$ cat src/rtl/turn_sequencer.sv
// turn_sequencer: N-player turn manager for the tank game.
// It moves through the start screen, each player's shoot and bullet-flight
// phases, the elimination check, the end-of-game wait and the result screen.
// Players with zero health are skipped in round-robin order.
// Optional macro TURN_TIMEOUT_EN: an ARM phase that reaches TURN_FRAMES
// frames without a shot forfeits the turn.
// State table:
//   INIT    | one cycle after reset
//   START   | start screen, waiting for game_start
//   ARM     | current player may fire
//   FLIGHT  | bullet in the air, waiting for stop
//   SETTLE  | one cycle so the health update can land
//   CHECK   | count the turn, then elect a winner or pick the next player
//   ENDWAIT | final timer running, waiting for endgame
//   RESULT  | winner/draw shown until restart
module turn_sequencer #(
  parameter int NUM_PLAYERS = 2,
  parameter int HEALTH_W    = 4,
  parameter int TURN_FRAMES = 600,
  parameter int PIDX_W      = $clog2(NUM_PLAYERS)
) (
  input  logic                            frame_clk,
  input  logic                            Reset,
  input  logic                            game_start,
  input  logic [NUM_PLAYERS-1:0]          shoot,
  input  logic [NUM_PLAYERS-1:0]          stop,
  input  logic [NUM_PLAYERS*HEALTH_W-1:0] health,
  input  logic                            endgame,
  input  logic                            restart,
  output logic [NUM_PLAYERS-1:0]          turn_onehot,
  output logic [PIDX_W-1:0]               turn_idx,
  output logic                            in_flight,
  output logic                            startscreen,
  output logic                            startfinaltimer,
  output logic [NUM_PLAYERS-1:0]          winner_onehot,
  output logic                            draw,
  output logic [7:0]                      round_cnt
);

  typedef enum logic [2:0] {
    S_INIT, S_START, S_ARM, S_FLIGHT, S_SETTLE, S_CHECK, S_ENDWAIT, S_RESULT
  } state_t;

  state_t                  state_q;
  logic [PIDX_W-1:0]       turn_idx_q;
  logic [7:0]              round_cnt_q;
  logic [NUM_PLAYERS-1:0]  winner_q;

  logic [NUM_PLAYERS-1:0]  alive;
  logic [PIDX_W-1:0]       first_alive_d;
  logic [PIDX_W-1:0]       next_alive_d;
  logic [PIDX_W-1:0]       cand;
  logic                    found;

`ifdef TURN_TIMEOUT_EN
  localparam int TMR_W = $clog2(TURN_FRAMES) + 1;
  logic [TMR_W-1:0]        timer_q;
`else
  logic                    unused_turn_frames;
  assign unused_turn_frames = (TURN_FRAMES != 0);
`endif

  // A player is alive while its health field is non-zero.
  always_comb begin
    alive = '0;
    for (int i = 0; i < NUM_PLAYERS; i++) begin
      alive[i] = |health[i*HEALTH_W +: HEALTH_W];
    end
  end

  // Lowest alive index (0 when nobody is alive) for the first turn of a game.
  always_comb begin
    first_alive_d = '0;
    for (int i = NUM_PLAYERS - 1; i >= 0; i--) begin
      if (alive[i]) first_alive_d = PIDX_W'(i);
    end
  end

  // First alive index strictly after the current player, wrapping around.
  always_comb begin
    next_alive_d = turn_idx_q;
    found        = 1'b0;
    cand         = '0;
    for (int k = 1; k < NUM_PLAYERS; k++) begin
      cand = PIDX_W'((int'(turn_idx_q) + k) % NUM_PLAYERS);
      if (!found && alive[cand]) begin
        next_alive_d = cand;
        found        = 1'b1;
      end
    end
  end

  // Turn sequencing FSM with its turn index, round counter and winner latch.
  always_ff @(posedge frame_clk or posedge Reset) begin
    if (Reset) begin
      state_q     <= S_INIT;
      turn_idx_q  <= '0;
      round_cnt_q <= '0;
      winner_q    <= '0;
`ifdef TURN_TIMEOUT_EN
      timer_q     <= '0;
`endif
    end else begin
`ifdef TURN_TIMEOUT_EN
      // Cleared in every state; only a continuing ARM phase advances it.
      timer_q <= '0;
`endif
      case (state_q)
        S_INIT: state_q <= S_START;
        S_START: begin
          if (game_start) begin
            state_q     <= S_ARM;
            turn_idx_q  <= first_alive_d;
            round_cnt_q <= '0;
          end
        end
        S_ARM: begin
          if (shoot[turn_idx_q]) begin
            state_q <= S_FLIGHT;
          end
`ifdef TURN_TIMEOUT_EN
          else if (timer_q == TMR_W'(TURN_FRAMES - 1)) begin
            state_q <= S_SETTLE;
          end else begin
            timer_q <= timer_q + 1'b1;
          end
`endif
        end
        S_FLIGHT: begin
          if (stop[turn_idx_q]) state_q <= S_SETTLE;
        end
        S_SETTLE: state_q <= S_CHECK;
        S_CHECK: begin
          if (round_cnt_q != 8'hFF) round_cnt_q <= round_cnt_q + 8'd1;
          if ($countones(alive) <= 1) begin
            winner_q <= alive;
            state_q  <= S_ENDWAIT;
          end else begin
            turn_idx_q <= next_alive_d;
            state_q    <= S_ARM;
          end
        end
        S_ENDWAIT: begin
          if (endgame) state_q <= S_RESULT;
        end
        S_RESULT: begin
          if (restart) begin
            winner_q <= '0;
            state_q  <= S_START;
          end
        end
        default: state_q <= S_START;
      endcase
    end
  end

  // Outputs are pure decodes of the registered state, never of inputs.
  assign turn_onehot     = (state_q == S_ARM)
                           ? ({{(NUM_PLAYERS-1){1'b0}}, 1'b1} << turn_idx_q) : '0;
  assign turn_idx        = turn_idx_q;
  assign in_flight       = (state_q == S_FLIGHT);
  assign startscreen     = (state_q == S_START);
  assign startfinaltimer = (state_q == S_ENDWAIT);
  assign winner_onehot   = (state_q == S_RESULT) ? winner_q : '0;
  assign draw            = (state_q == S_RESULT) && (winner_q == '0);
  assign round_cnt       = round_cnt_q;

endmodule

$ cat config.mk
export PLATFORM = sky130hd
export DESIGN_NAME = turn_sequencer
export DESIGN_NICKNAME = d
export VERILOG_FILES = /design/src/rtl/turn_sequencer.sv
export SDC_FILE = /design/constraint.sdc
export NUM_CORES = 1
export LEC_CHECK = 0
export CORE_MARGIN = 8
export CORE_UTILIZATION = 45
export DETAILED_ROUTE_END_ITERATION = 16
export GPL_TIMING_DRIVEN = 0
export PLACE_DENSITY_LB_ADDON = 0.2
export SLEW_MARGIN = 0
export SYNTH_ARGS = -nofsm -noshare
export SYNTH_HDL_FRONTEND = slang
export SYNTH_SLANG_ARGS = --single-unit
export TNS_END_PERCENT = 30
$ cat constraint.sdc
create_clock -name frame_clk -period 5.1 [get_ports frame_clk]
set_input_delay 0.765 -clock frame_clk [delete_from_list [all_inputs] [get_ports frame_clk]]
set_output_delay 0.765 -clock frame_clk [all_outputs]
set_load 0.05 [all_outputs]
==> run summary, run 1 <==
r2r setup slk -> 3.27 ns
max-slew violation count -> 0
dpl hpwl -> 2240 microns
RSZ-0062 raised after global routing -> no
Die Footprint -> 0.00408 sq mm
CTS tree -> yes
Initial DRT Pass Iterations -> 4
WL met2 -> 1440 microns
CP Launch Type -> flop
largest net degree at the start of global routing -> 15
final hold viol count -> 0
library cells used by synthesis -> 46
Finished Core Util -> 0.654
final WL -> 2880 microns
grt total ovfl -> 0
synthesized netlist cell count -> 115
slowest CP cell -> clkdlybuf4s50_1
antenna violations before repair -> 0
Initial Util -> 0.471
fin crit period -> 2.92 ns
EDFF count, synth -> 0
Max Clk Rate -> 343 MHz
Worst path max stage delay -> 0.83 ns
critical path capture point type -> output pin
vias in the first global route -> 1047
Post-CTS Setup Bufs -> 0
met1 wire length -> 1170 microns
delay-heaviest family, CP -> buffers and inverters
max cap viols -> 0
WL met3 -> 236 microns
Top Metal Used -> met4
WS Path Type -> flop to output pin
most frequent cells after synthesis -> o21ai_0, dfrtp_1, inv_1, a21oi_1
Critical R2R Launch -> state_q[1]
cell with the most instances after synthesis -> o21ai_0
n_diodes -> 0
hold path cells -> 1
Worst Path Required -> 4.34 ns
status -> completed
Die Ht -> 63.9 microns
die width -> 63.9 microns
critical-path cell list -> inv_1 -> ha_1 -> nor3b_1 -> clkdlybuf4s50_1
htree depth -> 1
clk_lat worst skew -> 0.29 ns
synthesized area per cell -> 8.97 sq um
fin crit share -> 0.572
Via density -> 5.67
Setup TNS Final -> 0 ns
root buffer cell -> clkbuf_4
post-cts gate resize count -> 0
Peak VDD IR -> 0.000314 V
syn_nets -> 137
Via Count -> 1020
Worst-Margin Slew -> 0.591 ns
hold_sp -> round_cnt[7]
largest area contributor in the netlist -> dfrtp_1
FF-to-FF End -> state_q[1]
CTS Buf Count -> 3
worst path bufs/invs -> 2
Clock Tree Buf Depth -> 2
CTS clk-pin slew, worst paths -> 0.09 ns
Setup Skew -> 0.00417 ns
FF-to-FF path depth -> 5
hold worst-path end -> round_cnt[7]
# IOs -> 34
synth top area cells -> dfrtp_1, o21ai_0, ha_1
sequential area share after synthesis -> 0.340
GR Util All Layers -> 0.143
Final WS setup -> 2.18 ns
fraction of registers with async set/reset -> 1.00
CTS hold repair buffers -> 0
arrival time worst endpoint -> 2.15 ns
Synth Flop Type -> dfrtp_1
Slew Limit Headroom -> 0.603
Place WS -> 2.52 ns
share of layout cells above drive strength 1 -> 0.138
GP Congestion -> 0.825
Syn-to-layout area delta -> 39.0%
Clock Sinks -> 14
flop and latch count out of synthesis -> 14
Site Rows -> 17
Final ANT Viol Nets -> 0
synth warn -> 0
first-pass GRT wire length -> 4790 microns
Hold WC Path Type -> flop to flop
LEAKAGE -> 0.608 nW
I/O Buffers -> 33
DRT iter0 DRCs -> 38
Synth top area share -> 0.340
# setup viols final -> 0
Avg WL per Cell -> 16.0 microns
Nets -> 175
Post-Syn Area -> 0.00103 sq mm
# DRC -> 0
core area -> 0.00219 sq mm
CP Max Fanout -> 7
Pwr Density -> 571 mW/mm^2
## worst reg2reg max path: stages, from the launching register on
cell and delay, ns:
dfrtp_1 0.43, ha_1 0.26, and2b_2 0.23, o21ai_0 0.29
nand3_2 0.17, mux2_4 0.33
## state kept, by name, summed over array words and instances, names as in the netlist
| register | count |
|---|---|
| turn_idx | 1 |
| winner_q | 2 |
| state_q | 3 |
| round_cnt | 8 |
## routing by layer
layer  vias to the layer above  GRT usage
li1                        492          -
met4                         0     0.0613
met2                        48      0.265
met3                         3     0.0401
met5                         -          0
met1                       477      0.146
## cells by family after synthesis
kind of cell             after synthesis  share of synthesized area
AND/OR/NAND/NOR                       42                      0.260
multiplexers                           5                     0.0546
buffers and inverters                 13                     0.0655
XOR/XNOR                               1                    0.00850
flip-flops                            14                      0.340
adder cells (fa/ha/maj)                5                     0.0607
AO/OA/AOI/OAI                         35                      0.211
## final cells by class
type                            instances  area, sq um
Buffer                                  4         33.8
Clock buffer                            4         36.3
Fill cell                             194          758
Inverter                                9         33.8
Multi-Input combinational cell         88          613
Sequential cell                        14          350
Tap cell                               28         35.0
Timing Repair Buffer                   33          330
## power by group
group	internal [W]	switching [W]	total [W]
sequential	0.000149	0.0000426	0.000192
clock	0.0000436	0.0000403	0.0000839
combinational	0.000218	0.000324	0.000542
total	0.000411	0.000406	0.000818
## worst max-delay path by stage
stage	slack [ns]	to	cells after the start	from
finish	2.18	turn_onehot[1]	4	state_q[0]
global route	2.07	turn_onehot[0]	4	state_q[0]
CTS	2.17	turn_onehot[1]	4	state_q[0]
detailed placement	2.52	turn_onehot[1]	4	state_q[0]
global placement	2.52	turn_onehot[0]	4	state_q[2]
floorplan	2.30	turn_onehot[1]	3	turn_idx
## stage by stage
step | instances | instance area (sq um) | total power, W | hold slack [ns]
after floorplan | 115 | 1030 | 0.000584 | 0.533
after global placement | 176 | 1400 | 0.000717 | 0.492
after detailed placement | 176 | 1400 | 0.000737 | 0.499
after CTS | 180 | 1430 | 0.000825 | 0.517
after global routing | 180 | 1430 | 0.000875 | 0.530
final | 180 | 1430 | 0.000818 | 0.528
## layout by cell type (no fill, tap or decap), types with 2 or more instances in the layout
master / instances
o21ai_0: 15
and2b_4: 2
inv_1: 9
nand3_1: 6
nor3_1: 2
dfrtp_1: 14
clkbuf_4: 3
a31oi_1: 3
ha_1: 5
nand2_1: 6
a21oi_1: 7
nor2b_1: 2
nor3b_1: 2
nor4_1: 2
nor2_1: 6
mux2i_1: 3
clkbuf_8: 2
clkdlybuf4s50_1: 33
Power figures use the tool's default switching activity.
==> run 2: changes to the inputs <==
Clock period 5.1 ns to 2.9 ns, I/O delays scaled along.
==> results of run 2 <==
Same layout as run 1 (identical final DEF). Status: completed.
Main changes from that run: setup slack after placement 2.52 ns -> 0.649 ns; setup slack after layout 2.18 ns -> 0.311 ns; hold slack 0.528 ns -> 0.493 ns; register-to-register setup slack 3.27 ns -> 1.07 ns; total power 0.000818 W -> 0.00144 W; worst IR drop on VDD 0.000314 V -> 0.000552 V
